File: src/rtl/keypad_entry_ctrl_pkg.sv
// Keypad entry controller shared definitions:
// key indices, digit lookup and debouncer states.
package keypad_entry_ctrl_pkg;

  typedef enum logic [1:0] {
    ST_IDLE,
    ST_DEB,
    ST_WAIT_REL
  } deb_state_e;

  localparam logic [3:0] KEY_A    = 4'd3;
  localparam logic [3:0] KEY_B    = 4'd7;
  localparam logic [3:0] KEY_C    = 4'd11;
  localparam logic [3:0] KEY_STAR = 4'd12;
  localparam logic [3:0] KEY_HASH = 4'd14;
  localparam logic [3:0] KEY_D    = 4'd15;

  typedef struct packed {
    logic       is_digit;
    logic [3:0] value;
  } key_digit_t;

  // r0: 1 2 3 A | r1: 4 5 6 B | r2: 7 8 9 C | r3: * 0 # D
  function automatic key_digit_t key_lookup(
    input logic [3:0] idx
  );
    key_digit_t r;
    r.is_digit = 1'b1;
    r.value    = 4'd0;
    case (idx)
      4'd0:    r.value = 4'd1;
      4'd1:    r.value = 4'd2;
      4'd2:    r.value = 4'd3;
      4'd4:    r.value = 4'd4;
      4'd5:    r.value = 4'd5;
      4'd6:    r.value = 4'd6;
      4'd8:    r.value = 4'd7;
      4'd9:    r.value = 4'd8;
      4'd10:   r.value = 4'd9;
      4'd13:   r.value = 4'd0;
      default: r.is_digit = 1'b0;
    endcase
    return r;
  endfunction

  function automatic logic [1:0] onehot_pos(
    input logic [3:0] v
  );
    logic [1:0] p;
    p = 2'd0;
    for (int i = 0; i < 4; i++) begin
      if (v[i]) p = 2'(i);
    end
    return p;
  endfunction

endpackage

File: src/rtl/keypad_entry_ctrl_debouncer.sv
// Debounces the scanner code and emits one
// key event per stable press.
module key_debouncer #(
  parameter int DEBOUNCE_CYCLES = 64
) (
  input  logic       clk,
  input  logic       reset,
  input  logic       btn_pressed,
  input  logic [7:0] btn_code,
  output logic       key_valid,
  output logic [3:0] key_code
);

  import keypad_entry_ctrl_pkg::*;

  localparam int CW = $clog2(DEBOUNCE_CYCLES);
  localparam logic [CW-1:0] LAST =
    CW'(DEBOUNCE_CYCLES - 1);

  deb_state_e    state, state_d;
  logic [CW-1:0] cnt, cnt_d;
  logic [7:0]    code_q, code_d;
  logic          kv_d;
  logic [3:0]    kc_d;
  logic          code_ok;

  assign code_ok = btn_pressed &&
                   $onehot(btn_code[7:4]) &&
                   $onehot(btn_code[3:0]);

  always_comb begin
    state_d = state;
    cnt_d   = cnt;
    code_d  = code_q;
    kv_d    = 1'b0;
    kc_d    = key_code;
    unique case (state)
      ST_IDLE: begin
        if (code_ok) begin
          code_d  = btn_code;
          cnt_d   = CW'(1);
          state_d = ST_DEB;
        end
      end
      ST_DEB: begin
        if (!code_ok || btn_code != code_q) begin
          state_d = ST_IDLE;
        end else if (cnt == LAST) begin
          kv_d    = 1'b1;
          kc_d    = {onehot_pos(code_q[3:0]),
                     onehot_pos(code_q[7:4])};
          cnt_d   = '0;
          state_d = ST_WAIT_REL;
        end else begin
          cnt_d = cnt + CW'(1);
        end
      end
      ST_WAIT_REL: begin
        // any valid code, even a different key, restarts release timing
        if (code_ok) begin
          cnt_d = '0;
        end else if (cnt == LAST) begin
          state_d = ST_IDLE;
        end else begin
          cnt_d = cnt + CW'(1);
        end
      end
      default: begin
        cnt_d   = '0;
        state_d = ST_WAIT_REL;
      end
    endcase
  end

  always_ff @(posedge clk) begin
    if (reset) begin
      state     <= ST_WAIT_REL;
      cnt       <= '0;
      code_q    <= '0;
      key_valid <= 1'b0;
      key_code  <= '0;
    end else begin
      state     <= state_d;
      cnt       <= cnt_d;
      code_q    <= code_d;
      key_valid <= kv_d;
      key_code  <= kc_d;
    end
  end

endmodule

File: src/rtl/keypad_entry_ctrl.sv
// Keypad entry controller: debounced key events
// assembled into a BCD entry with valid/ready handoff.
module keypad_entry_ctrl #(
  parameter int DEBOUNCE_CYCLES = 64,
  parameter int MAX_DIGITS      = 4
) (
  input  logic                    clk,
  input  logic                    reset,
  input  logic                    btn_pressed,
  input  logic [7:0]              btn_code,
  output logic                    key_valid,
  output logic [3:0]              key_code,
  output logic                    entry_valid,
  input  logic                    entry_ready,
  output logic [4*MAX_DIGITS-1:0] entry_bcd,
  output logic [$clog2(MAX_DIGITS+1)-1:0] entry_len,
  output logic                    overflow
);

  import keypad_entry_ctrl_pkg::*;

  localparam int BW = 4 * MAX_DIGITS;
  localparam int LW = $clog2(MAX_DIGITS + 1);
  localparam logic [LW-1:0] LMAX = LW'(MAX_DIGITS);

  key_digit_t    kd;
  logic [BW-1:0] bcd_d;
  logic [LW-1:0] len_d;
  logic          ovf_d;
  logic          ev_d;

  key_debouncer #(
    .DEBOUNCE_CYCLES(DEBOUNCE_CYCLES)
  ) u_deb (
    .clk        (clk),
    .reset      (reset),
    .btn_pressed(btn_pressed),
    .btn_code   (btn_code),
    .key_valid  (key_valid),
    .key_code   (key_code)
  );

  assign kd = key_lookup(key_code);

  always_comb begin
    bcd_d = entry_bcd;
    len_d = entry_len;
    ovf_d = overflow;
    ev_d  = entry_valid;
    // buffer is frozen while an entry is pending
    if (entry_valid) begin
      if (entry_ready) begin
        bcd_d = '0;
        len_d = '0;
        ovf_d = 1'b0;
        ev_d  = 1'b0;
      end
    end else if (key_valid) begin
      unique case (1'b1)
        kd.is_digit: begin
          if (entry_len < LMAX) begin
            bcd_d = (entry_bcd << 4) |
                    BW'(kd.value);
            len_d = entry_len + LW'(1);
          end else begin
            ovf_d = 1'b1;
          end
        end
        (key_code == KEY_D): begin
          if (entry_len != '0) begin
            bcd_d = entry_bcd >> 4;
            len_d = entry_len - LW'(1);
          end
        end
        (key_code == KEY_STAR): begin
          bcd_d = '0;
          len_d = '0;
          ovf_d = 1'b0;
        end
        (key_code == KEY_HASH): begin
          if (entry_len != '0) ev_d = 1'b1;
        end
        default: ;
      endcase
    end
  end

  always_ff @(posedge clk) begin
    if (reset) begin
      entry_bcd   <= '0;
      entry_len   <= '0;
      overflow    <= 1'b0;
      entry_valid <= 1'b0;
    end else begin
      entry_bcd   <= bcd_d;
      entry_len   <= len_d;
      overflow    <= ovf_d;
      entry_valid <= ev_d;
    end
  end

endmodule
File: config.mk
export PLATFORM = sky130hd
export DESIGN_NAME = keypad_entry_ctrl
export DESIGN_NICKNAME = d
export VERILOG_FILES = /design/src/rtl/keypad_entry_ctrl_pkg.sv /design/src/rtl/keypad_entry_ctrl_debouncer.sv /design/src/rtl/keypad_entry_ctrl.sv
export SDC_FILE = /design/constraint.sdc
export NUM_CORES = 1
export LEC_CHECK = 0
export CAP_MARGIN = 5
export CORE_ASPECT_RATIO = 0.6
export CORE_MARGIN = 5
export CORE_UTILIZATION = 49
export DETAILED_ROUTE_END_ITERATION = 12
export GPL_ROUTABILITY_DRIVEN = 0
export GPL_TIMING_DRIVEN = 0
export PLACE_DENSITY_LB_ADDON = 0.05
export SYNTH_ARGS = -nofsm -noshare
export SYNTH_HDL_FRONTEND = slang
export SYNTH_SLANG_ARGS = --single-unit
export TNS_END_PERCENT = 50
File: constraint.sdc
create_clock -name clk -period 2.8 [get_ports clk]
set_input_delay 0.28 -clock clk [delete_from_list [all_inputs] [get_ports clk]]
set_output_delay 0.28 -clock clk [all_outputs]
set_load 0.01 [all_outputs]
Yosys cells after proc, flatten, opt, wreduce, memory -nomap -nowiden. Cells that the tools add are included. Widths: inputs -> output; s select.

Bits in registers: 42. Input port bits: 12. Output and inout bits: 26.

$add $sub $neg: 9. Order comparisons: 1. Equal/unequal tests: 28. Mux-type cells: 43. Bitwise gates (word level): 3. Reductions and logical operators: 18.

Operator list (count): $mux 16 (5); $pmux 16 s3 (1); $pmux 4 s9 (1); $mux 6 (5); $eq 4x4->1 const B (7); $mux 2 (9); $pmux 6 s3 (1); $or 16x4->16 (1); $mux 3 (5); $mux 1 (13); $eq 4x3->1 const B (3); $reduce_or 10->1 (1); $ne 3x2->1 const B (3); $pmux 3 s3 (1); $add 1x1->2 (4); $ne 8x8->1 (1); $reduce_and 4->1 (2); $add 3x3->3 (2); $add 6x1->6 const B (1); $eq 3x1->1 const B (2); $eq 6x6->1 const B (1); $ne 2x1->1 const B (3); $pmux 2 s3 (1); $reduce_and 3->1 (2); other kinds (23) (27).

Longest topological paths before layout. Gate-level depths: netlist (run 1).

Word-level depth: 9. Mapped depth: 10. Mapped depth without buffers: 8.

Modules after synthesis. Synthesis (run 1) repeated with hierarchy kept, for this count alone.

Cell total of the unflattened synthesis: 286. Area total of the unflattened synthesis: 2419.8 um^2.

Modules (own cells, without submodules): key_debouncer (instances 1, cells each 142, area each 1307.5 um^2, sequential area each 420.4 um^2); keypad_entry_ctrl (instances 1, cells each 144, area each 1112.3 um^2, sequential area each 420.4 um^2).

Worst setup path after synthesis (run 1). OpenSTA, ideal clock, no wires.

Kind: input to register. Start point: input btn_code[0]. End point: register u_deb.key_code[1]. Library setup time: 87 ps. Data arrival time: 2799 ps. Setup slack: -86 ps. Stages on the path: 9. Buffers on the path: 1. Cell sequence: ha_1 ha_1 fa_1 or4b_4 buf_6 nor4_4 nand4_2 or4_1 o31ai_1.

Word-level cells in the longest chain between the ends: 8.

Ends and longest elaborated chain: start: declaration (RTL line keypad_entry_ctrl.sv:10) `input logic [7:0] btn_code,`; $add 1x1->2 (implied by the code) (RTL line keypad_entry_ctrl_debouncer.sv:29) `$onehot(btn_code[3:0]);`; $add 3x3->3 (implied by the code) (RTL line keypad_entry_ctrl_debouncer.sv:29); $eq 3x1->1 (RTL line keypad_entry_ctrl_debouncer.sv:29); $logic_and 1x1->1 (RTL line keypad_entry_ctrl_debouncer.sv:28) `$onehot(btn_code[7:4]) &&`; $logic_not 1->1 (RTL line keypad_entry_ctrl_debouncer.sv:46) `if (!code_ok || btn_code != code_q) begin`; $logic_or 1x1->1 * (RTL line keypad_entry_ctrl_debouncer.sv:46); $not 1->1 (no line) *; $reduce_and 3->1 (no line) *; end signal: assignment (RTL line keypad_entry_ctrl_debouncer.sv:87) `key_code <= kc_d;`; end: declaration (RTL line keypad_entry_ctrl_debouncer.sv:11) `output logic [3:0] key_code`.

Mark *: on every way between the ends. The rest lies on a longest branch, timed or not. A chain may end at the register's enable or synchronous reset.

Final worst setup path (run 1).
Start point: input btn_code[6]. End point: register u_deb.key_code[3].

Word-level cells in the longest chain between the ends: 9.

Ends and longest elaborated chain: $add 1x1->2 (implied by the code) (RTL line keypad_entry_ctrl_debouncer.sv:28); $add 3x3->3 (implied by the code) (RTL line keypad_entry_ctrl_debouncer.sv:28); $eq 3x1->1 (RTL line keypad_entry_ctrl_debouncer.sv:28); $logic_and 1x1->1 (RTL line keypad_entry_ctrl_debouncer.sv:27) `assign code_ok = btn_pressed &&`; $logic_and 1x1->1 (RTL line keypad_entry_ctrl_debouncer.sv:28); $logic_not 1->1 (RTL line keypad_entry_ctrl_debouncer.sv:46); $logic_or 1x1->1 * (RTL line keypad_entry_ctrl_debouncer.sv:46); $not 1->1 (no line) *; $reduce_and 3->1 (no line) *.

Marked as above.

==> results of run 1 <==
## worst max-delay path by stage
stage	from	end	slack [ns]	cells past startpoint
detailed placement	btn_code[5]	u_deb.cnt[4]$_SDFFE_PP0P_	-0.67	11
global placement	btn_code[2]	u_deb.key_code[1]$_SDFFE_PP0P_	-0.65	10
finish	btn_code[6]	u_deb.key_code[3]$_SDFFE_PP0P_	0.08	9
floorplan	btn_code[0]	u_deb.cnt[4]$_SDFFE_PP0P_	0.004	10
CTS	btn_code[4]	u_deb.cnt[4]$_SDFFE_PP0P_	0.02	10
global route	btn_code[6]	u_deb.key_code[3]$_SDFFE_PP0P_	-0.007	9
## cells by family (layout without fill, tap and decap cells)
group	count (synthesis)	after routing	synth area share, %
AO/OA/AOI/OAI	111	111	28.74
AND/OR/NAND/NOR	95	95	22.89
flip-flops	42	42	33.30
buffers and inverters	35	84	5.748
adder cells (fa/ha/maj)	10	10	5.847
XOR/XNOR	10	10	3.469
## registers in the layout, indices dropped and copies added, names as in the netlist
signal           flops
u_deb.key_code       4
entry_valid          1
u_deb.key_valid      1
u_deb.cnt            6
entry_bcd           16
overflow             1
u_deb.state          2
entry_len            3
u_deb.code_q         8
## power by group
part	internal (mW)	switching, mW
Clock	0.199	0.227
Combinational	0.0773	0.103
Sequential	0.608	0.0102
## routing by layer
layer  vias to the layer above  global-route usage, %
met4                         0                  5.401
met2                       116                  28.62
met1                      1223                  37.09
met3                         9                  4.136
li1                       1239                      -
met5                         -                      0
## area by class of cell
type / count / area [um^2] / share of cell area (%)
Multi-Input combinational cell: 226 / 1595 / 50.90
Buffer: 25 / 100.1 / 3.194
Sequential cell: 42 / 840.8 / 26.83
Tap cell: 66 / 82.58 / 2.635
Timing Repair Buffer: 43 / 394.1 / 12.57
Clock inverter: 1 / 5.005 / 0.1597
Clock buffer: 7 / 86.33 / 2.754
Inverter: 8 / 30.03 / 0.9581
## synth_stat cells (5+ instances only)
| library cell | n | area, um^2 |
|---|---|---|
| a211oi_1 | 6 | 45.04 |
| a21oi_1 | 37 | 185.2 |
| a22o_1 | 5 | 43.79 |
| a22oi_1 | 8 | 60.06 |
| and3_1 | 8 | 50.05 |
| clkbuf_1 | 23 | 86.33 |
| dfxtp_1 | 42 | 840.8 |
| ha_1 | 7 | 87.58 |
| inv_1 | 8 | 30.03 |
| nand2_1 | 24 | 90.09 |
| nand3_1 | 5 | 25.02 |
| nand4_1 | 6 | 37.54 |
| nor2_1 | 10 | 37.54 |
| nor3_1 | 5 | 25.02 |
| o21ai_0 | 21 | 105.1 |
| or4_1 | 11 | 82.58 |
| xor2_1 | 9 | 78.83 |
## worst max-delay path: cells and delay by family
kind / cells / cell delay, ns
fa+ha+maj: 3 / 0.81
simple gates: 4 / 1.46
compound gates: 1 / 0.10
buf+inv: 1 / 0.27
## timing repair
| action | CTS | global route |
|---|---|---|
| cloned | 0 | 0 |
| pin swaps | 5 | 9 |
| hold endpoints to repair | 0 | 0 |
| gates resized for setup | 13 | 16 |
| buffers inserted | 2 | 5 |
| setup endpoints to repair | 21 | 17 |
==> impl_metrics.env, run 1 <==
export IMPL_power_density_nw_per_um2=390.9
export IMPL_grt_pass1_vias=2307
export IMPL_areaGrowthSynthToFinish_pct=24.13
export IMPL_hp_start="btn_code[1]"
export IMPL_fp_dieW_um=102.7
export IMPL_dpl_cell_count=405
export IMPL_clk_pin_slew_ns=0.08
export IMPL_yosysSeqAreaShare_pct=33.30
export IMPL_initial_core_util_pct=50.20
export IMPL_skew_ns=0.003446
export IMPL_drc=0
export IMPL_diodes=0
export IMPL_clock_fmax_mhz=367.2
export IMPL_synth_ff_type="dfxtp_1"
export IMPL_period_share_pct=97.25
export IMPL_ir_worst_vdd_mv=0.1778
export IMPL_antenna_found_initial=0
export IMPL_cts_tree="yes"
export IMPL_max_cap_violations=0
export IMPL_synthCells=303
export IMPL_wl_um=7267
export IMPL_via_per_inst=6.189
export IMPL_antenna_left=0
export IMPL_fin_area_um2=3134
export IMPL_worst_slack_ns=0.07704
export IMPL_r2r_cells=9
export IMPL_crit_chain="dlygate4sd2_1 > ha_1 > ha_2 > fa_2 > or4b_4 > nor4_4 > nand4_2 > or4_1 > o31ai_1"
export IMPL_drtIter0Drc=279
export IMPL_clockRootBuffer="clkbuf_8"
export IMPL_wl_met2_um=2852
export IMPL_wl_per_cell_um=17.39
export IMPL_hold_depth=3
export IMPL_whs_ns=0.2351
export IMPL_clock_sinks=42
export IMPL_path_max_fanout=6
export IMPL_setup_viol=0
export IMPL_critPathLaunchType="primary input"
export IMPL_die_area_um2=6736
export IMPL_r2r_setup_slack_ns=0.43
export IMPL_utilization_pct=62.31
export IMPL_slew_violations=0
export IMPL_power_leakage_nw=1.062
export IMPL_hold_path_endpoint="u_deb.code_q[1]$_SDFFE_PP0P_"
export IMPL_ioPinCount=38
export IMPL_top_layer_used="met4"
export IMPL_syn_area_um2=2525
export IMPL_htreeDepth=2
export IMPL_finalSetupTns_ns=0
export IMPL_tightestPinTransition_ns=0.7785
export IMPL_dpl_hpwl_um=5250
export IMPL_grtUsageTotal_pct=22.44
export IMPL_core_um2=5030
export IMPL_slowest_stage="or4b_4"
export IMPL_worstPathRequired_ns=3.00
export IMPL_clk_latency_ns=0.31
export IMPL_yosys_cell_types_count=55
export IMPL_gr_total_overflow=0
export IMPL_grt_pass1_wl_um=11850
export IMPL_place_ws_ns=-0.6704
export IMPL_wl_met3_um=645
export IMPL_syn_area_per_cell_um2=8.333
export IMPL_nets=373
export IMPL_slew_headroom_pct=47.85
export IMPL_period_minus_slack_ns=2.723
export IMPL_place_area_um2=2970
export IMPL_p_total_mw=1.225
export IMPL_critPathArrivalTime_ns=2.93
export IMPL_cts_hold_buffers=0
export IMPL_drt_first_pass_iters=5
export IMPL_hold_class="primary input to flop"
export IMPL_final_cell_mix="dfxtp_1, a21oi_1, clkdlybuf4s50_1"
export IMPL_synth_seq_cells=42
export IMPL_die_h_um=65.61
export IMPL_fillers=458
export IMPL_critPathKind="primary input to flop"
export IMPL_yosys_warnings=0
export IMPL_io_buffers=36
export IMPL_grt_max_degree=13
export IMPL_synth_nets=325
export IMPL_end_kind="flop"
export IMPL_numCtsBuffers=5
export IMPL_async_flop_share_pct=0
export IMPL_synth_edf_count=0
export IMPL_hold_violations=0
export IMPL_final_cells=418
export IMPL_r2r_start="u_deb.key_code[1]$_SDFFE_PP0P_"
export IMPL_wl_met1_um=3692
export IMPL_outcome="finished clean"
export IMPL_max_stage_delay_ns=0.56
export IMPL_vias=2587
export IMPL_row_count=20
export IMPL_layout_commonest_cell="dfxtp_1"
export IMPL_clockBufferDepth=2
export IMPL_drive_gt1_share_pct=11.36
export IMPL_reg2reg_to="entry_len[2]$_SDFFE_PP0P_"
Power figures use the tool's default switching activity.
==> inputs of run 2 (changes only) <==
- PLACE_DENSITY: default -> 0.8
- PLACE_DENSITY_LB_ADDON: 0.05 -> default
==> run 2 against run 1 <==
Non-clock buffer count is the same. Maximum frequency grew 1.0%. Hold slack gained 0.0045 ns. Critical path depth is the same. Total power grew 15%. Design area grew 1.6%. Critical path type unchanged. Critical endpoint is now u_deb.key_code[2]$_SDFFE_PP0P_. Largest power group unchanged.
==> impl_metrics.env, run 2 (same netlist as run 1, synthesis figures left out) <==
export IMPL_drtIter0Drc=367
export IMPL_place_ws_ns=-0.6785
export IMPL_nets=373
export IMPL_dpl_cell_count=405
export IMPL_grt_max_degree=14
export IMPL_core_um2=5030
export IMPL_worst_slack_ns=0.1047
export IMPL_hold_class="primary input to flop"
export IMPL_period_share_pct=96.26
export IMPL_clockBufferDepth=2
export IMPL_vias=2743
export IMPL_setup_viol=0
export IMPL_diodes=0
export IMPL_crit_path_start="btn_code[2]"
export IMPL_drc=0
export IMPL_ir_worst_vdd_mv=0.1888
export IMPL_row_count=20
export IMPL_end_kind="flop"
export IMPL_die_h_um=65.61
export IMPL_power_density_nw_per_um2=442.1
export IMPL_path_max_fanout=5
export IMPL_via_per_inst=6.562
export IMPL_clk_latency_ns=0.30
export IMPL_max_cap_violations=0
export IMPL_place_area_um2=2970
export IMPL_worstPathRequired_ns=3.02
export IMPL_antenna_found_initial=0
export IMPL_top_regs="entry_bcd: 16 flops, u_deb.code_q: 8 flops, u_deb.cnt: 6 flops"
export IMPL_antenna_left=0
export IMPL_htreeDepth=2
export IMPL_clock_fmax_mhz=371.0
export IMPL_wl_per_cell_um=18.13
export IMPL_tightestPinTransition_ns=0.7856
export IMPL_skew_ns=0.006095
export IMPL_ioPinCount=38
export IMPL_die_area_um2=6736
export IMPL_gr_total_overflow=0
export IMPL_top_register="entry_bcd"
export IMPL_r2r_cells=9
export IMPL_io_buffers=36
export IMPL_clk_pin_slew_ns=0.09
export IMPL_p_total_mw=1.408
export IMPL_r2r_setup_slack_ns=0.41
export IMPL_grt_pass1_wl_um=12370
export IMPL_dpl_hpwl_um=5273
export IMPL_clock_sinks=42
export IMPL_critPathArrivalTime_ns=2.91
export IMPL_finalSetupTns_ns=0
export IMPL_slew_violations=0
export IMPL_numCtsBuffers=5
export IMPL_drive_gt1_share_pct=14.20
export IMPL_power_leakage_nw=1.086
export IMPL_clockRootBuffer="clkbuf_8"
export IMPL_initial_core_util_pct=50.20
export IMPL_fin_area_um2=3184
export IMPL_critPathKind="primary input to flop"
export IMPL_period_minus_slack_ns=2.695
export IMPL_grt_pass1_vias=2498
export IMPL_final_cells=418
export IMPL_timing_critical_path_to="u_deb.key_code[2]$_SDFFE_PP0P_"
export IMPL_r2r_start="u_deb.key_code[3]$_SDFFE_PP0P_"
export IMPL_final_cell_mix="dfxtp_1, a21oi_1, clkdlybuf4s50_1"
export IMPL_reg2reg_to="entry_len[2]$_SDFFE_PP0P_"
export IMPL_areaGrowthSynthToFinish_pct=26.11
export IMPL_fp_dieW_um=102.7
export IMPL_largest_reg_flops=16
export IMPL_outcome="finished clean"
export IMPL_wl_um=7577
export IMPL_grtUsageTotal_pct=23.23
export IMPL_critPathLaunchType="primary input"
export IMPL_cts_tree="yes"
export IMPL_hold_violations=0
export IMPL_drt_first_pass_iters=7
export IMPL_slew_headroom_pct=47.38
export IMPL_layout_commonest_cell="dfxtp_1"
-- run 2: worst min-delay path by stage --
stage | end | cells past startpoint | startpoint
finish | u_deb.code_q[0]$_SDFFE_PP0P_ | 3 | btn_code[0]
global route | u_deb.code_q[0]$_SDFFE_PP0P_ | 3 | btn_code[0]
CTS | u_deb.code_q[5]$_SDFFE_PP0P_ | 3 | btn_code[5]
detailed placement | u_deb.code_q[0]$_SDFFE_PP0P_ | 2 | u_deb.code_q[0]$_SDFFE_PP0P_
global placement | u_deb.code_q[0]$_SDFFE_PP0P_ | 2 | u_deb.code_q[0]$_SDFFE_PP0P_
floorplan | u_deb.code_q[0]$_SDFFE_PP0P_ | 2 | btn_code[0]
-- run 2: cell type report --
type	instances	area (um^2)
flip-flops and latches	42	840.8
inverters	8	30.03
plain buffers	25	103.9
fillers	433	1846
well taps	66	82.58
clock inverters	2	60.06
multi-input cells	226	1608
clock buffers	6	82.58
repair buffers	43	376.6
-- run 2: through the flow --
stage	utilization (%)	hold slack, ns
detailed placement	59.05	0.4676
global placement	59.05	0.4511
CTS	62.51	0.4054
floorplan	-	0.4205
finish	63.31	0.2396
global route	63.31	0.2593
-- run 2: worst max-delay path: stages --
cell and delay [ns]:
clkbuf_2 0.11, ha_1 0.29, ha_2 0.19, fa_1 0.42, or4b_4 0.54, nor4_4 0.27
nand4_2 0.20, or4_4 0.53, o31ai_2 0.08
-- run 2: per-layer routing --
layer | wire [um] | track usage [%] | vias up
li1 | - | - | 1241
met1 | 3314 | 35.04 | 1300
met2 | 3243 | 33.04 | 174
met3 | 908 | 5.408 | 28
met4 | 112 | 5.401 | 0
met5 | 0 | 0 | -
-- run 2: repair_timing --
action,4_1_cts,5_1_grt
gates resized for setup,13,27
pin swaps,6,10
hold buffers,0,0
setup buffers,4,3
setup endpoints to repair,21,18
-- run 2: report_power, final --
group | switching (mW) | total, mW | internal, mW
registers | 0.0106 | 0.619 | 0.608
logic | 0.109 | 0.184 | 0.0752
clock network | 0.225 | 0.606 | 0.381
total | 0.344 | 1.41 | 1.06
==> inputs of run 3 (changes only) <==
- ABC_CLOCK_PERIOD_IN_PS: default -> 2800
==> results of run 3 <==
The final DEF is identical to that of run 2; final timing and power are the same.
